[config.mk]
export PLATFORM = sky130hd
export DESIGN_NAME = mem_param_clr
export DESIGN_NICKNAME = d
export VERILOG_FILES = /design/src/rtl/mem_param_clr.sv
export SDC_FILE = /design/constraint.sdc
export NUM_CORES = 1
export LEC_CHECK = 0
export ABC_AREA = 1
export CORE_MARGIN = 3
export CORE_UTILIZATION = 60
export DETAILED_ROUTE_END_ITERATION = 10
export DONT_BUFFER_PORTS = 1
export PLACE_DENSITY = 0.76
export RECOVER_POWER = 100
export SYNTH_ARGS = -nofsm -noshare
export SYNTH_HDL_FRONTEND = slang
export SYNTH_SLANG_ARGS = --single-unit
[constraint.sdc]
create_clock -name clk -period 3.1 [get_ports clk]
set_clock_uncertainty 0.05 [all_clocks]
set_input_delay 0.465 -clock clk [delete_from_list [all_inputs] [get_ports clk]]
set_output_delay 0.465 -clock clk [all_outputs]
set_load 0.05 [all_outputs]
[src/rtl/mem_param_clr.sv]
// Register-based RAM with write-first read bypass and a full-memory clear sweep.
// A clear request walks a counter over every word, one per clock, while busy is high.
module mem_param_clr #(
  parameter int DATA_W = 8,
  parameter int ADDR_W = 4
) (
  input  logic              clk,
  input  logic              rst_n,
  input  logic              we,
  input  logic [ADDR_W-1:0] waddr,
  input  logic [DATA_W-1:0] wdata,
  input  logic              re,
  input  logic [ADDR_W-1:0] raddr,
  input  logic              clr_req,
  output logic [DATA_W-1:0] rdata,
  output logic              rvalid,
  output logic              busy
);

  localparam int DEPTH = 2 ** ADDR_W;
  localparam logic [ADDR_W:0] LAST = (ADDR_W + 1)'(DEPTH - 1);

  typedef enum logic {IDLE, CLEAR} state_t;

  state_t            state, state_nxt;
  logic [ADDR_W:0]   cnt, cnt_nxt;
  logic [DATA_W-1:0] mem [DEPTH];
  logic              wr_en;
  logic              rd_en;
  logic [DATA_W-1:0] rd_word;

  // A clear request wins over a same-edge write; reads are served either way.
  assign wr_en   = (state == IDLE) && we && !clr_req;
  assign rd_en   = (state == IDLE) && re;
  assign rd_word = (wr_en && (waddr == raddr)) ? wdata : mem[raddr];

  always_comb begin
    state_nxt = state;
    cnt_nxt   = cnt;
    case (state)
      IDLE: begin
        if (clr_req) begin
          state_nxt = CLEAR;
          cnt_nxt   = '0;
        end
      end
      CLEAR: begin
        cnt_nxt = cnt + (ADDR_W + 1)'(1);
        if (cnt == LAST) state_nxt = IDLE;
      end
      default: state_nxt = IDLE;
    endcase
  end

  always_ff @(posedge clk) begin
    if (!rst_n) begin
      state  <= IDLE;
      cnt    <= '0;
      busy   <= 1'b0;
      rvalid <= 1'b0;
      rdata  <= '0;
      for (int i = 0; i < DEPTH; i++) mem[i] <= '0;
    end else begin
      state  <= state_nxt;
      cnt    <= cnt_nxt;
      busy   <= (state_nxt == CLEAR);
      rvalid <= rd_en;
      if (rd_en) rdata <= rd_word;
      if (state == CLEAR) mem[cnt[ADDR_W-1:0]] <= '0;
      else if (wr_en)     mem[waddr] <= wdata;
    end
  end

endmodule

# Word-level counts from Yosys, hierarchy flattened
# Memory sizes are Yosys's and may differ from the RTL's. A register that Yosys moved wholly into a read port is not among the register bits.
# Index checks and enable logic that the tools add are counted.
classes:
  muxes: 19
  n_eq_ne: 2
  n_addsub: 1
  bitwise: 1
  reduce_logical: 7
ops:
  columns: ["op", "count"]
  rows:
  - ["$mux 8", 2]
  - ["$reduce_or 8->1", 2]
  - ["$mux 1", 12]
  - ["$pmux 5 s2", 1]
  - ["$mux 4", 2]
  - ["$add 5x1->5 const B", 1]
  - ["$eq 5x4->1 const B", 1]
  - ["$mux 5", 1]
  - ["$logic_and 1x1->1", 3]
  - ["$logic_not 1->1", 2]
  - ["$ne 2x2->1 const B", 1]
  - ["$pmux 1 s2", 1]
  - ["$not 1->1", 1]
word_totals:
  ff_bits: 7
  wordCells: 34
  ram_bits: 128
  input_bits: 21
  mem_count: 1
mem_list:
  columns: ["name", "words", "width", "rd", "rd_clocked_by_memory_dff", "write_ports", "line", "text"]
  rows:
  - ["mem", 16, 8, 1, 1, 16, "27", "logic [DATA_W-1:0] mem [DEPTH];"]

# Depth between registers and ports, before layout
# Gate-level depths: netlist of run 1.
depth:
  word_depth: 9
  ltp_mapped: 13
  mapped_depth_nobuf: 12

# Worst setup path before layout of run 1
# OpenSTA, ideal clock, no wires.
synth_timing:
  path_kind: "reg2reg"
  start: "register state"
  end: "memory mem[10][0], enable pin"
  setup_time_ns: 0.329
  synth_period_minus_slack_ns: 2.251
  t_arrival_ns: 1.872
  n_path_buf: 1
  path_stages_with_launch: 10
  path_slack_ns: 0.849
  cell_sequence: "dfxtp_1 > buf_6 > nor2_8 > nand2_8 > nand2_1 > nand2_1 > inv_1 > nor2_1 > nand2_2 > nand2_1"
synth_lines:
  columns: ["item", "line", "text"]
  rows:
  - ["start: declaration", "25", "state_t state, state_nxt;"]
  - ["start signal: assignment", "64", "state <= state_nxt;"]
  - ["end: declaration", "27", null]

==> impl_metrics.json, run 1 <==
{
  "synth.distinct_cells": 29,
  "grt_usage_pct": 27.04,
  "postCtsSetupRepairBufs": 0,
  "powerDensity_mw_per_mm2": 617.3,
  "syn-num-nets": 769,
  "crit_path_max_fanout": 9,
  "criticalPathCategory": "reg2reg",
  "grt_pass1_vias": 4936,
  "cts_tree": "yes",
  "worst_slack_ns": 0.3691,
  "fp.dieW_um": 112.8,
  "antenna_cells": 0,
  "dp_hpwl_mm": 11.56,
  "syn_area_mm2": 0.006842,
  "finalHoldViolCount": 0,
  "cp_slowest_stage_delay_ns": 0.68,
  "synth_top_area_share_pct": 56.18,
  "outcome": "completed",
  "nets": 763,
  "setup_viol": 0,
  "core_mm2": 0.01098,
  "vias": 5286,
  "cts_hold_buf": 0,
  "syn2layout_area_growth_pct": 9.254,
  "drv_slew": 0,
  "period_share_pct": 88.09,
  "yosys_warnings": 0,
  "drcViolationCount": 0,
  "cts-resized-gates": 0,
  "grt_max_degree": 67,
  "critPathRequiredTime_ns": 3.13,
  "initial_core_util_pct": 62.29,
  "grt_pass1_wl_mm": 25.51,
  "rsz0062_at_grt": "false",
  "dpl-instance-area_mm2": 0.006943,
  "cts_root_buf": "clkbuf_16",
  "place.gp.congestion": 0.8801,
  "synth.area.top_cells": "edfxtp_1, nand2_1, nand3_1, nor2_1, dfxtp_1",
  "ys_seq_area_share_pct": 60.57,
  "worst_setup_path_end_kind": "flop",
  "slew_headroom_pct": 46.15,
  "ys_seq_elements": 143,
  "ios": 31,
  "cts_made_buffers": 17,
  "via_per_inst": 5.919,
  "wirelength_mm": 16.96,
  "finalSetupTns_ns": 0,
  "power.total_uw": 4614,
  "first_pass_iters": 5,
  "synth_edf_count": 128,
  "grt-ovfl-total": 0,
  "timing.hold.ws_ns": 0.1542,
  "post_drt_wl_per_cell_um": 19.00,
  "slowest_stage": "nor3_1",
  "drive_gt1_share_pct": 7.968,
  "fmax_ghz": 0.3662,
  "dp_slack_ns": 0.6375,
  "fin_area_mm2": 0.007475,
  "worst_skew_pair.late_latency_ns": 0.42,
  "start_kind": "flop",
  "synthArstFlopShare_pct": 0,
  "ir_drop_v": 0.0004255,
  "hold_path.class": "in2reg",
  "p_leak_uw": 0.002829,
  "synth.avg_cell_area_um2": 9.171,
  "yosysTopAreaCell": "edfxtp_1",
  "fillCellCount": 828,
  "die_area_mm2": 0.01272,
  "htree_num_levels": 4,
  "clk_pin_slew_ns": 0.06,
  "drt_iter0_drc": 508,
  "path_cells": "buf_4, nand2_1, nand2_1, inv_1, nor3_1, nand2_2, nand2_1",
  "maxCapViolations": 0,
  "arrival_ns": 2.77,
  "ys.flop_type": "edfxtp_1",
  "ant_nets": 0,
  "postSynthCellCount": 746,
  "grt_antenna_before_repair": 0,
  "cpMostUsedCell": "nand2_1",
  "cts.sinks": 143,
  "tightest_slew_ns": 0.8015,
  "die_h_um": 112.8,
  "clk_path_buf_depth": 2,
  "period_needed_ns": 2.731,
  "io_buffers": 0,
  "num_rows": 38
}
area by class of cell:
class                   instances  area (µm²)  share of cell area, %
multi-input cells             539        2357                  31.54
inverters                      27       106.4                  1.423
well taps                     140       175.2                  2.343
clock buffers                  18       429.2                  5.742
repair buffers                 12       90.09                  1.205
flip-flops and latches        143        4144                  55.44
clock inverters                14       172.7                  2.310
flip-flops by register name (all words and copies together) (netlist names):
name	count
cnt	5
state	1
rdata	8
mem	128
rvalid	1
where the power goes:
group / switching, µW / internal, µW / total, µW
Sequential: 52.3 / 2170 / 2220
Combinational: 232 / 84.9 / 317
Clock: 747 / 1330 / 2080
Total: 1030 / 3580 / 4610
per-layer routing:
metal | share of wire, % | vias up | wire, µm | GRT usage [%]
met2 | 48 | 297 | 8176 | 43.09
met1 | 38 | 2466 | 6372 | 35.09
met3 | 11 | 49 | 1875 | 6.845
met4 | 3.2 | 0 | 538 | 12.58
met5 | 0 | - | 0 | 0
li1 | - | 2474 | - | -
cell families (layout without fill, tap and decap cells):
group	count (synthesis)	in the layout	share of synthesized area, %
flip-flops	143	143	60.57
AO/OA/AOI/OAI	17	17	1.554
buffers and inverters	64	71	3.950
AND/OR/NAND/NOR	520	520	33.56
adder cells (fa/ha/maj)	2	2	0.3657
worst max-delay path, delay by kind of cell (launching register included):
family,cells,cell delay [ns]
flops,1,0.43
simple gates,5,1.54
buf+inv,2,0.37
metrics by stage:
| stage | util (%) | instances |
|---|---|---|
| 2_1_floorplan | - | 746 |
| 3_3_place_gp | 63.21 | 861 |
| 3_5_place_dp | 63.21 | 861 |
| 4_1_cts | 68.69 | 893 |
| 5_1_grt | 68.06 | 893 |
| 6_report | 68.06 | 893 |
final timing paths:
check	start	endpoint	cells past startpoint	slack, ns
max reg2reg	state$_SDFF_PN0_	mem[7][1]$_SDFFCE_PN0P_	7	0.37
max	state$_SDFF_PN0_	mem[7][1]$_SDFFCE_PN0P_	7	0.37
min reg2reg	cnt[4]$_SDFFE_PN0P_	cnt[4]$_SDFFE_PN0P_	2	0.45
min	rst_n	cnt[4]$_SDFFE_PN0P_	2	0.15
cell usage in the layout (no fill, tap or decap), types with 3 or more instances in the layout:
master and count:
dfxtp_1 15, bufinv_16 4, a21oi_1 9, nor2_4 3
clkinv_1 5, nand2_2 8, edfxtp_1 128, nor2_1 138
o21ai_0 3, nand4_1 9, nand3_1 115, clkbuf_16 17
clkinv_2 5, nand2_1 240, inv_1 22, buf_4 12
synthesized netlist by cell type (2+ instances only):
library cell  number
o21ai_0            3
nor2_4             3
buf_2             14
buf_1              7
a211oi_1           2
nand2_2           20
clkinv_1           2
inv_1             22
ha_1               2
nor2_8             2
nand4_1            9
nor2_1           137
clkbuf_1          15
inv_2              2
nand2_1          228
nand3_1          114
nor3_4             2
a21oi_1            9
dfxtp_1           15
nand2_4            2
edfxtp_1         128
(Power assumes the default switching activity.)
==> inputs of run 2 (changes only) <==
--- a/constraint.sdc
+++ b/constraint.sdc
@@ -3,3 +3,3 @@
 set_input_delay 0.465 -clock clk [delete_from_list [all_inputs] [get_ports clk]]
 set_output_delay 0.465 -clock clk [all_outputs]
-set_load 0.05 [all_outputs]
+set_load 0.02 [all_outputs]
==> run 2 against run 1 <==
Net effect: flip-flop and latch count did not move; first-iteration DRC count rose by 17%; clock power increased by 6%; core utilization rose by 0.58 points; power rose by 2.7%; design area rose by 0.85%.
==> impl_metrics.json, run 2 (synthesis gave the netlist of run 1 again) <==
{
  "outcome": "completed",
  "dp_hpwl_mm": 11.33,
  "setup_viol": 0,
  "arrival_ns": 2.59,
  "crit_path_start": "state$_SDFF_PN0_",
  "slowest_stage": "dfxtp_1",
  "postCtsSetupRepairBufs": 0,
  "vias": 5403,
  "period_share_pct": 82.36,
  "cts_made_buffers": 17,
  "tightest_slew_ns": 0.7967,
  "post_drt_wl_per_cell_um": 19.42,
  "crit_path_max_fanout": 9,
  "grt_pass1_wl_mm": 27.17,
  "num_rows": 38,
  "grt_max_degree": 67,
  "fp.dieW_um": 112.8,
  "drcViolationCount": 0,
  "finalHoldViolCount": 0,
  "place.gp.congestion": 0.8532,
  "finalSetupTns_ns": 0,
  "fmax_ghz": 0.3917,
  "timing.critical_path.buf_inv": 2,
  "syn2layout_area_growth_pct": 10.19,
  "first_pass_iters": 10,
  "path_cells": "clkbuf_1, nand2_1, nand2_1, inv_1, nor3_4, nand2_1, nand2_1",
  "worst_setup_path_end_kind": "flop",
  "grt_pass1_vias": 5078,
  "criticalPathCategory": "reg2reg",
  "worst_skew_pair.late_latency_ns": 0.42,
  "cts_tree": "yes",
  "p_leak_uw": 0.002839,
  "die_h_um": 112.8,
  "largest_register": "mem",
  "dpl-instance-area_mm2": 0.006955,
  "grt-ovfl-total": 0,
  "drt_iter0_drc": 596,
  "wirelength_mm": 17.35,
  "min_from": "rst_n",
  "initial_core_util_pct": 62.29,
  "cts.sinks": 143,
  "seqPwrFrac_pct": 46.5,
  "seqCellArea_mm2": 0.004144,
  "crit_family": "simple AND/OR/NAND/NOR gates",
  "htree_num_levels": 4,
  "power.total_uw": 4740,
  "rsz0062_at_grt": "false",
  "core_mm2": 0.01098,
  "drv_slew": 0,
  "fin_area_mm2": 0.007538,
  "p_switching_uw": 1058,
  "clk_pin_slew_ns": 0.06,
  "die_area_mm2": 0.01272,
  "layout_common_cells": "nand2_1, nor2_1, edfxtp_1",
  "cpMostUsedCell": "nand2_1",
  "antenna_cells": 0,
  "cts_hold_buf": 0,
  "clk_path_buf_depth": 2,
  "top_regs": "mem (128), rdata (8), cnt (5)",
  "r2r_start": "state$_SDFF_PN0_",
  "nets": 763,
  "ios": 31,
  "fillCellCount": 825,
  "mostFrequentLayoutCell": "nand2_1",
  "hold_path.class": "in2reg",
  "switching_share_pct": 22.32,
  "drive_gt1_share_pct": 7.835,
  "start_kind": "flop",
  "cts_root_buf": "clkbuf_16",
  "powerDensity_mw_per_mm2": 628.7,
  "grt_antenna_before_repair": 0,
  "ir_drop_v": 0.0004789,
  "io_buffers": 0,
  "maxCapViolations": 0,
  "p_clk_share_pct": 46.7,
  "multiInputGateArea_mm2": 0.002371,
  "via_per_inst": 6.050,
  "comb_power_share_pct": 6.7,
  "largest_reg_flops": 128,
  "grt_usage_pct": 28.50,
  "cts-resized-gates": 0,
  "ant_nets": 0,
  "p_int_uw": 3682,
  "cp_slowest_stage_delay_ns": 0.43,
  "slew_headroom_pct": 46.83,
  "period_needed_ns": 2.553,
  "critPathRequiredTime_ns": 3.14
}
## run 2: changes by cell type in the layout (fill, tap and decap cells not counted), moves of 2 or more
cell | previous run | this run
nand2_1 | 240 | 244
nand2_2 | 8 | 4
clkinv_2 | 5 | 2
buf_4 | 12 | 10
clkinv_1 | 5 | 3
clkinv_4 | 1 | 3
## run 2: worst paths after layout
check        slack [ns]  cells after the start                  endpoint
max                0.55                      7  mem[12][1]$_SDFFCE_PN0P_
min                0.15                      2       cnt[4]$_SDFFE_PN0P_
max reg2reg        0.55                      7  mem[12][1]$_SDFFCE_PN0P_
min reg2reg        0.44                      2       cnt[4]$_SDFFE_PN0P_
## run 2: power by group through the flow
stage	sequential, µW	clock, µW	combinational [µW]
2_1_floorplan	2240	0	257
3_3_place_gp	2240	0	309
3_5_place_dp	2240	0	319
4_1_cts	2200	2200	323
5_1_grt	2210	2300	352
6_report	2210	2210	320
## run 2: metal layers
metal / part of all wire (%) / GRT usage [%] / wire length [µm] / up-vias
met5: 0 / 0 / 0 / -
met2: 47 / 43.88 / 8147 / 347
met1: 38 / 38.40 / 6591 / 2508
li1: - / - / - / 2481
met4: 4.0 / 11.86 / 695 / 0
met3: 11 / 8.182 / 1912 / 67
## run 2: cell type report
| cell class | count | area share (%) |
|---|---|---|
| sequential | 143 | 54.97 |
| timing repair buffer | 12 | 1.311 |
| clock inverter | 14 | 2.838 |
| inverter | 27 | 1.411 |
| multi-input combinational | 539 | 31.45 |
| tap | 140 | 2.324 |
| clock buffer | 18 | 5.693 |
## run 2: stage by stage
stage               std cells  setup WS [ns]  hold WS, ns  utilization (%)
floorplan                 746          1.022       0.4031                -
detailed placement        861         0.6139       0.4254            63.33
CTS                       893         0.6951       0.1457            69.18
finish                    893         0.5469       0.1477            68.64
global placement          861         0.6501       0.4263            63.33
global route              893         0.3919       0.1773            68.64
## run 2: worst reg2reg max path, delay by kind of cell, from the launching register on
kind	cells	cell delay, ns
buf+inv	2	0.53
simple gates	5	1.21
flops	1	0.43
